**src/rtl/clock_enable_bank_pkg.sv**
```systemverilog
// -----------------------------------------------------------------------------
// clock_enable_bank_pkg
// Shared definitions for the clock-enable bank:
//   MAX_CHANNELS_C      - largest bank size supported by the channel decode
//   MAX_COUNTER_WIDTH_C - widest divider/phase/counter a channel can hold
//   ch_width_f()        - channel-index width for a given bank size, min 1
//   CH_WIDTH_C          - channel-index width of a maximum-size bank
//   ch_cfg_t            - one channel configuration (divider, phase)
// -----------------------------------------------------------------------------
package clock_enable_bank_pkg;

   localparam int MAX_CHANNELS_C      = 32;
   localparam int MAX_COUNTER_WIDTH_C = 32;

   // A single-channel bank still needs a 1-bit index port.
   function automatic int ch_width_f(input int nr_channels);
      return (nr_channels > 1) ? $clog2(nr_channels) : 1;
   endfunction

   localparam int CH_WIDTH_C = ch_width_f(MAX_CHANNELS_C);

   // Fields are held at the maximum width; narrower banks zero-extend into
   // them, so comparisons on the full field are exact for any counter width.
   typedef struct packed {
      logic [MAX_COUNTER_WIDTH_C-1:0] divider;
      logic [MAX_COUNTER_WIDTH_C-1:0] phase;
   } ch_cfg_t;

endpackage

```
**src/rtl/clock_enable_bank_channel.sv**
```systemverilog
// -----------------------------------------------------------------------------
// clock_enable_channel
// One divider channel: active config, shadow config, pending flag, counter
// and a registered one-cycle enable pulse.
// Ports:
//   clk, rst_n - clock (rising edge) and asynchronous active-low reset
//   i_wr       - accepted configuration write for this channel
//   i_divider  - new period in clk cycles, 0 = idle
//   i_phase    - counter start value used at a sync restart
//   i_sync     - realign request shared by all channels
//   o_pending  - shadow config waiting for the next wrap
//   o_enable   - registered enable pulse
// COUNTER_WIDTH_P must not exceed MAX_COUNTER_WIDTH_C.
// -----------------------------------------------------------------------------
module clock_enable_channel
   import clock_enable_bank_pkg::*;
#(
   parameter int COUNTER_WIDTH_P = 16
) (
   input  logic                       clk,
   input  logic                       rst_n,
   input  logic                       i_wr,
   input  logic [COUNTER_WIDTH_P-1:0] i_divider,
   input  logic [COUNTER_WIDTH_P-1:0] i_phase,
   input  logic                       i_sync,
   output logic                       o_pending,
   output logic                       o_enable
);

   ch_cfg_t                    r_active;
   ch_cfg_t                    r_shadow;
   logic                       r_pending;
   logic                       r_enable;
   logic [COUNTER_WIDTH_P-1:0] r_cnt;

   ch_cfg_t                    w_cfg_in;
   ch_cfg_t                    w_sync_cfg;
   logic                       w_idle;
   logic                       w_wrap;

   always_comb begin
      w_cfg_in.divider = MAX_COUNTER_WIDTH_C'(i_divider);
      w_cfg_in.phase   = MAX_COUNTER_WIDTH_C'(i_phase);
   end

   // Config in force after a restart: a write on the restart edge is newest,
   // then any pending shadow, otherwise the current active config.
   always_comb begin
      w_sync_cfg = r_active;
      if (i_wr) begin
         w_sync_cfg = w_cfg_in;
      end else if (r_pending) begin
         w_sync_cfg = r_shadow;
      end
   end

   assign w_idle = (r_active.divider == '0);
   // Compared at full field width; divider > 0 here, so D-1 cannot underflow
   // and the counter never needs to hold D itself.
   assign w_wrap = !w_idle &&
                   (MAX_COUNTER_WIDTH_C'(r_cnt) >= (r_active.divider - 1));

   always_ff @(posedge clk or negedge rst_n) begin
      if (!rst_n) begin
         r_active  <= '0;
         r_shadow  <= '0;
         r_pending <= 1'b0;
         r_enable  <= 1'b0;
         r_cnt     <= '0;
      end else if (i_sync) begin
         r_active  <= w_sync_cfg;
         r_pending <= 1'b0;
         r_enable  <= 1'b0;
         // An out-of-range phase (including any phase on an idle channel)
         // restarts from zero.
         r_cnt     <= (w_sync_cfg.phase < w_sync_cfg.divider) ?
                      w_sync_cfg.phase[COUNTER_WIDTH_P-1:0] : '0;
      end else if (w_idle) begin
         // Idle channels take a write immediately; no period is in flight.
         r_enable <= 1'b0;
         r_cnt    <= '0;
         if (i_wr) begin
            r_active <= w_cfg_in;
         end
      end else begin
         if (i_wr) begin
            r_shadow  <= w_cfg_in;
            r_pending <= 1'b1;
         end
         if (w_wrap) begin
            r_enable <= 1'b1;
            r_cnt    <= '0;
            // Only a shadow written before this edge is applied, so the
            // period that is finishing now is never shortened.
            if (r_pending) begin
               r_active  <= r_shadow;
               r_pending <= 1'b0;
            end
         end else begin
            r_enable <= 1'b0;
            r_cnt    <= r_cnt + COUNTER_WIDTH_P'(1);
         end
      end
   end

   assign o_pending = r_pending;
   assign o_enable  = r_enable;

endmodule

```
**src/rtl/clock_enable_bank.sv**
```systemverilog
// -----------------------------------------------------------------------------
// clock_enable_bank
// Bank of independent clock-enable dividers sharing one configuration port
// and one realign strobe.
// Ports:
//   clk, rst_n   - clock (rising edge) and asynchronous active-low reset
//   cfg_valid    - configuration write request
//   cfg_ready    - write can be accepted (low while target channel pending)
//   cfg_channel  - target channel; indices beyond the bank are accepted and
//                  dropped
//   cfg_divider  - new period in clk cycles, 0 = idle
//   cfg_phase    - counter start value used at sync restart
//   sync_restart - single-cycle realign of all channels
//   enable       - one registered enable pulse per channel
// -----------------------------------------------------------------------------
module clock_enable_bank
   import clock_enable_bank_pkg::ch_width_f;
#(
   parameter  int NR_OF_CHANNELS_P = 4,
   parameter  int COUNTER_WIDTH_P  = 16,
   localparam int CH_WIDTH_C       = ch_width_f(NR_OF_CHANNELS_P)
) (
   input  logic                        clk,
   input  logic                        rst_n,
   input  logic                        cfg_valid,
   output logic                        cfg_ready,
   input  logic [CH_WIDTH_C-1:0]       cfg_channel,
   input  logic [COUNTER_WIDTH_P-1:0]  cfg_divider,
   input  logic [COUNTER_WIDTH_P-1:0]  cfg_phase,
   input  logic                        sync_restart,
   output logic [NR_OF_CHANNELS_P-1:0] enable
);

   logic [NR_OF_CHANNELS_P-1:0] w_sel;
   logic [NR_OF_CHANNELS_P-1:0] w_pending;
   logic [NR_OF_CHANNELS_P-1:0] w_wr;

   // One-hot decode instead of indexing pending[] by cfg_channel: an index
   // past the bank selects nothing, so it reads as ready and writes nowhere.
   generate
      for (genvar gi = 0; gi < NR_OF_CHANNELS_P; gi++) begin : g_ch
         assign w_sel[gi] = (cfg_channel == CH_WIDTH_C'(gi));
         assign w_wr[gi]  = cfg_valid & w_sel[gi] & ~w_pending[gi];

         clock_enable_channel #(
            .COUNTER_WIDTH_P (COUNTER_WIDTH_P)
         ) u_channel (
            .clk       (clk),
            .rst_n     (rst_n),
            .i_wr      (w_wr[gi]),
            .i_divider (cfg_divider),
            .i_phase   (cfg_phase),
            .i_sync    (sync_restart),
            .o_pending (w_pending[gi]),
            .o_enable  (enable[gi])
         );
      end
   endgenerate

   assign cfg_ready = ~|(w_sel & w_pending);

endmodule

```
**config.mk**
```make
export PLATFORM = sky130hd
export DESIGN_NAME = clock_enable_bank
export DESIGN_NICKNAME = d
export VERILOG_FILES = /design/src/rtl/clock_enable_bank_pkg.sv /design/src/rtl/clock_enable_bank_channel.sv /design/src/rtl/clock_enable_bank.sv
export SDC_FILE = /design/constraint.sdc
export NUM_CORES = 1
export LEC_CHECK = 0
export CORE_MARGIN = 3
export CORE_UTILIZATION = 45
export CTS_BUF_LIST = sky130_fd_sc_hd__clkbuf_4 sky130_fd_sc_hd__clkbuf_8
export CTS_CLUSTER_DIAMETER = 200
export DETAILED_ROUTE_END_ITERATION = 10
export PLACE_DENSITY_LB_ADDON = 0.3
export SLEW_MARGIN = 20
export SYNTH_ARGS = -nofsm -noshare
export SYNTH_HDL_FRONTEND = slang
export SYNTH_SLANG_ARGS = --single-unit
```
**constraint.sdc**
```tcl
create_clock -name clk -period 9.3 [get_ports clk]
set_input_delay 0.93 -clock clk [delete_from_list [all_inputs] [get_ports clk]]
set_output_delay 0.93 -clock clk [all_outputs]
set_load 0.05 [all_outputs]
```
## Yosys cells after proc, flatten, opt, wreduce, memory -nomap -nowiden

Index checks and enable logic that the tools add are counted.

- Input bits: 38
- Output and inout port bits: 5
- Register bits after elaboration: 456
- Logic and storage cells: 172

- Reduce and logical (&&, ||, !) cells: 27
- $add $sub $neg: 8
- Order comparisons: 8
- Bitwise operators: 18
- Eq/ne operators: 11
- Multiplexer cells: 72

Operators by type and width:

| kind | count |
|---|---|
| $mux W64 | 24 |
| $mux W16 | 16 |
| $ge A16 B32 Y1 | 4 |
| $logic_not A32 Y1 | 4 |
| $lt A32 B32 Y1 | 4 |
| $sub A32 B1 Y32 const B | 4 |
| $add A16 B1 Y16 const B | 4 |
| $mux W1 | 32 |
| $ne A3 B2 Y1 const B | 4 |
| $reduce_and A3 Y1 | 4 |
| $reduce_bool A3 Y1 | 4 |
| $not A1 Y1 | 9 |
| $and A1 B1 Y1 | 8 |
| $ne A2 B2 Y1 const B | 4 |
| $reduce_and A2 Y1 | 4 |
| $logic_not A1 Y1 | 5 |
| $and A4 B4 Y4 | 1 |
| $eq A2 B2 Y1 const B | 2 |
| $logic_and A1 B1 Y1 | 4 |
| $reduce_or A4 Y1 | 1 |
| $eq A2 B1 Y1 const B | 1 |
| $logic_not A2 Y1 | 1 |

## Longest topological paths before layout

- Depth in word-level cells: 8
- Depth in mapped cells: 18

## Cells and area by module

Synthesis repeated with hierarchy kept, for this count alone.

- Cells, all modules: 3045
- Area total of the unflattened synthesis: 29922.4 um2

Modules (own cells, without submodules):

| module | area an instance (um2) | instances | cells an instance |
|---|---|---|---|
| clock_enable_channel at g_ch[1].u_channel ... | 7494.7 | 2 | 741 |
| clock_enable_channel at g_ch[0].u_channel | 7584.8 | 1 | 799 |
| clock_enable_channel at g_ch[3].u_channel | 7284.5 | 1 | 757 |
| clock_enable_bank | 63.8 | 1 | 7 |

## Worst setup path before layout

OpenSTA, ideal clock, no wires.

- Path type: input-to-reg
- Start point: input port cfg_channel[1]
- End point: register g_ch[2].u_channel.r_cnt[14]
- Setup time: 0.083 ns
- Arrival time: 4.599 ns
- Slack: 4.618 ns
- Data required time: 9.217 ns
- Stages on the path: 16
- Cell sequence: clkbuf_1 -> nor4bb_1 -> clkbuf_1 -> buf_1 -> buf_1 -> a21oi_1 -> ha_1 -> a21o_1 -> a21o_1 -> a21o_1 -> a41oi_1 -> a2111oi_0 -> o31ai_1 -> clkbuf_1 -> nand3_1 -> o21ai_0

- Word-level cells in the longest chain between the ends: 7

Ends and longest elaborated chain:

| what | RTL line | text |
|---|---|---|
| start, declared | clock_enable_bank.sv:27 | `input logic [CH_WIDTH_C-1:0] cfg_channel,` |
| $eq A2 B2 Y1 * | clock_enable_bank.sv:42 | `assign w_sel[gi] = (cfg_channel == CH_WIDTH_C'(gi));` |
| $and A1 B1 Y1 * (2 in series) | clock_enable_bank.sv:43 | `assign w_wr[gi] = cfg_valid & w_sel[gi] & ~w_pending[gi];` |
| $mux W64 * | clock_enable_bank_channel.sv:50 | `if (i_wr) begin` |
| $lt A32 B32 Y1 | clock_enable_bank_channel.sv:76 | `r_cnt <= (w_sync_cfg.phase < w_sync_cfg.divider) ?` |
| $mux W16 * | clock_enable_bank_channel.sv:76 |  |
| $mux W16 * | clock_enable_bank_channel.sv:70 | `end else if (i_sync) begin` |
| end signal, assigned | clock_enable_bank_channel.sv:76 |  |
| end signal, assigned | clock_enable_bank_channel.sv:101 | `r_cnt <= r_cnt + COUNTER_WIDTH_P'(1);` |
| end, declared | clock_enable_bank_channel.sv:34 | `logic [COUNTER_WIDTH_P-1:0] r_cnt;` |

Mark *: on every way between the ends. The rest lies on a longest branch, timed or not.
A chain may end at the register's enable or synchronous reset.

## Worst setup path in the final report

- Start point: register g_ch[1].u_channel.r_active[32] (netlist bit)
- End point: register g_ch[1].u_channel.r_active[0] (netlist bit)

- Word-level cells in the longest chain between the ends: 5
- Elaborated cells on any way between the ends: 10
- Classes of those cells: 1 x add/sub; 1 x order compare; 1 x eq/ne; 2 x mux; 5 x reduce/logical

Ends and longest elaborated chain:

| what | RTL line | text |
|---|---|---|
| start, declared | clock_enable_bank_channel.sv:30 | `ch_cfg_t r_active;` |
| start signal, assigned | clock_enable_bank_channel.sv:71 | `r_active <= w_sync_cfg;` |
| start signal, assigned | clock_enable_bank_channel.sv:83 | `r_active <= w_cfg_in;` |
| start signal, assigned | clock_enable_bank_channel.sv:96 | `r_active <= r_shadow;` |
| $sub A32 B1 Y32 / $logic_not A32 Y1 (equally long branches) | clock_enable_bank_channel.sv:61, clock_enable_bank_channel.sv:57 |  |
| $ge A16 B32 Y1 / $logic_not A1 Y1 (equally long branches) | clock_enable_bank_channel.sv:61, clock_enable_bank_channel.sv:60 |  |
| $logic_and A1 B1 Y1 | clock_enable_bank_channel.sv:60 | `assign w_wrap = !w_idle &&` |
| $reduce_bool A3 Y1 (no source line) | - |  |
| $reduce_and A2 Y1 (no source line) | - |  |

Several ways; a longest one is shown, not always the timed one.

==> out/qor.txt <==
Tot GR Track Use - 0.252
fin crit period - 5480 ps
port bufs - 42
post-synthesis mux area share - 0.0747
largest family of logic cells by synthesized area - simple AND/OR/NAND/NOR gates
height of the die - 258 µm
number of vias per cell - 6.15
Worst-path clk slew - 60 ps
CP max-delay cell - nor3b_1
post-synthesis adder-cell area fraction - 0.0874
clk_lat worst skew - 680 ps
pre-CTS setup slack - 3460 ps
placer congestion estimate - 0.961
Critical Path Start Type - flop
CTS tree - done
DRT iter0 DRCs - 2,043
Mapped Nets - 3,337
reg2reg setup slack - 3820 ps
Post-CTS Setup Bufs - 0
Pleak - 13.8 nW
# rows - 91
total power - 0.00879 W
Synth Warn # - 0
DR DRC count - 0
worst min path class - in2async
drt pass-1 iters - 7
outcome - finished, final reports clean
ys flop type - dfrtp_1
root buffer cell - clkbuf_8
Unique masters post-synth - 82
most common cell after layout, fill and taps aside - dfrtp_1
DP Area - 29,900 µm²
Compound-Gate Fraction of Synth Area - 0.171
layout cells sized above 1 - 0.134
Worst-Margin Slew - 1100 ps
Num CTS Buffers - 83
Routed WL per cell - 21.1 µm
Area growth, synth to finish - 10.6%
EDFF count, synth - 0
final net count - 3,309
Setup Viol. Count Final - 0
largest net degree at the start of global routing - 173
endpoint class of the critical path - flop
antenna violations before repair - 3
Max IR drop VDD - 0.206 mV
Max-Cap Viols - 0
Avg Cell Area, Syn - 9.24 µm²
reg2reg start - g_ch[1].u_channel.r_active[32]
sequential area share after synthesis - 0.398
Slew headroom - 0.264
cts repair resizes - 0
Cells after Synth - 3,099
Setup TNS - 0 ps
worst setup path start - g_ch[1].u_channel.r_active[32]
I/O Pins - 43
CTS Sinks - 456
Hold Violations, Final - 0
WS Path Type - reg2reg
crit-path cells - inv_1 > ha_1 > nor3b_1 > nand2b_1 > nor4_1 > xnor2_1 > ha_1 > a21o_1 > a21oi_1 > o211ai_1 > a31oi_1 > a2111o_1 > or2_1 > o211a_1 > buf_4 > mux2_2
Cell Area, Synth - 28,600 µm²
die width - 258 µm
vias in the first global route - 24,500
design area - 31,700 µm²
power density cells - 277 nW/µm²
simple-gate area share of the yosys netlist - 0.193
Post-Synth XOR/XNOR Area - 0.0346
pins over their slew limit - 0
Critical Path RT - 9840 ps
Placeable Area - 62,300 µm²
cts hold-fix bufs - 0
Final Cycle Share - 0.589
ys async rst share - 1.00
CP Max Fanout - 18
CP dominant cell by count - ha_1
RSZ-0062 raised after global routing - false
final setup margin - 3820 ps
H-tree levels - 3
post-route ant nets - 0
first-pass GRT wire length - 135 mm
WP data arrival - 6020 ps
Buf/Inv on CP - 2
total grt overflow - 0
Max Buffers Root-to-Sink - 3
f_max - 183 MHz
drt total wl - 83.8 mm
Worst path max stage delay - 740 ps
initial core utilization - 0.460
die area - 66,700 µm²
Clock Skew - 27.2 ps
CP top delay family - compound AO/OA/AOI/OAI gates
synthesized flop and latch total - 456
most frequent cells in the layout - dfrtp_1 (454), nor2_1 (413), o21ai_0 (200), ha_1 (200), nand2_1 (164)
Post-DP HPWL - 54.9 mm
via total after detailed routing - 24,400
-- area by class of cell --
cell class              instances  area, µm²
clock buffers                 130       1630
flip-flops and latches        456      11400
clock inverters                12        130
diodes                          3       7.51
fillers                      5733      30600
well taps                     837       1050
multi-input cells            2346      16200
inverters                      66        248
repair buffers                118       1020
-- logic make-up (layout without fill, tap and decap cells) --
| family | count (synthesis) | count (layout) |
|---|---|---|
| AND/OR/NAND/NOR | 1123 | 1123 |
| buffers and inverters | 297 | 326 |
| AO/OA/AOI/OAI | 714 | 714 |
| adder cells (fa/ha/maj) | 200 | 200 |
| other | 0 | 3 |
| multiplexers | 196 | 196 |
| flip-flops | 456 | 456 |
| XOR/XNOR | 113 | 113 |
-- cells in the mapped netlist (6+ instances only) --
| library cell | instances | area [µm²] |
|---|---|---|
| xor2_1 | 46 | 403 |
| nor4_1 | 35 | 219 |
| mux2_2 | 131 | 1480 |
| a2bb2oi_1 | 64 | 561 |
| mux2i_1 | 64 | 641 |
| nand3_1 | 76 | 380 |
| a2111oi_0 | 6 | 52.6 |
| a211oi_1 | 7 | 52.6 |
| a21oi_1 | 96 | 480 |
| or3_1 | 20 | 125 |
| o2bb2ai_1 | 46 | 403 |
| nor2b_1 | 47 | 294 |
| a41o_1 | 8 | 80.1 |
| nor3_1 | 91 | 455 |
| nand2_1 | 164 | 616 |
| a21o_1 | 16 | 120 |
| o221a_2 | 31 | 349 |
| inv_1 | 64 | 240 |
| o221ai_1 | 31 | 272 |
| or2_2 | 6 | 37.5 |
| o211ai_1 | 9 | 67.6 |
| nand4_1 | 37 | 231 |
| clkbuf_1 | 182 | 683 |
| o21a_1 | 14 | 105 |
| buf_2 | 12 | 60.1 |
| xnor2_1 | 67 | 587 |
| a22oi_1 | 33 | 248 |
| a311oi_1 | 6 | 52.6 |
| o22ai_1 | 87 | 544 |
| a31oi_1 | 6 | 37.5 |
| nand2b_1 | 7 | 43.8 |
| nand3b_1 | 36 | 270 |
| ha_1 | 200 | 2500 |
| or4_1 | 20 | 150 |
| o31ai_1 | 10 | 75.1 |
| and2_1 | 63 | 394 |
| dfrtp_1 | 456 | 11400 |
| o21ai_0 | 202 | 1010 |
| buf_1 | 29 | 109 |
| and3_1 | 78 | 488 |
| nor2_1 | 414 | 1550 |
-- power by group --
group / leakage, nW / switching [W] / internal [W]
Combinational: 7.11 / 0.00196 / 0.00157
Sequential: 5.72 / 0.000660 / 0.00256
Clock: 0.931 / 0.000875 / 0.00116
-- worst reg2reg max path, stage by stage (launching register included) --
cell,delay [ps]
dfrtp_1,440
inv_1,150
ha_1,230
nor3b_1,740
nand2b_1,310
nor4_1,350
xnor2_1,170
ha_1,280
a21o_1,170
a21oi_1,330
o211ai_1,150
a31oi_1,230
a2111o_1,240
or2_1,180
o211a_1,680
buf_4,360
mux2_2,360
-- final timing paths --
kind	endpoint	cells after the start
setup reg to reg	g_ch[1].u_channel.r_active[0]	16
min in group clk	g_ch[1].u_channel.r_active[19]	1
setup / recovery	g_ch[1].u_channel.r_active[0]	16
max in group asynchronous	g_ch[0].u_channel.r_active[52]	3
hold / removal	g_ch[1].u_channel.r_active[25]	1
hold reg to reg	g_ch[1].u_channel.r_active[19]	1
-- sequential cells by signal, summed over array words and instances (netlist names) --
name and flops:
g_ch.u_channel.r_shadow 128, g_ch.u_channel.o_enable 4, g_ch.u_channel.o_pending 4, g_ch.u_channel.r_cnt 64
g_ch.u_channel.r_active 256
-- stage by stage --
stage	util	cells	hold slack (ps)
after detailed placement	0.480	3822	466
after global routing	0.508	3968	306
after global placement	0.480	3822	464
after floorplan	-	3099	445
after CTS	0.508	3964	267
final	0.508	3968	259
-- per-layer routing --
| layer | vias up | wire [µm] | GRT usage |
|---|---|---|---|
| li1 | 11300 | - | - |
| met1 | 12000 | 36500 | 0.341 |
| met2 | 893 | 37400 | 0.394 |
| met3 | 193 | 6740 | 0.0549 |
| met4 | 0 | 3130 | 0.0999 |
| met5 | - | 0 | 0 |
(Power assumes the default switching activity.)
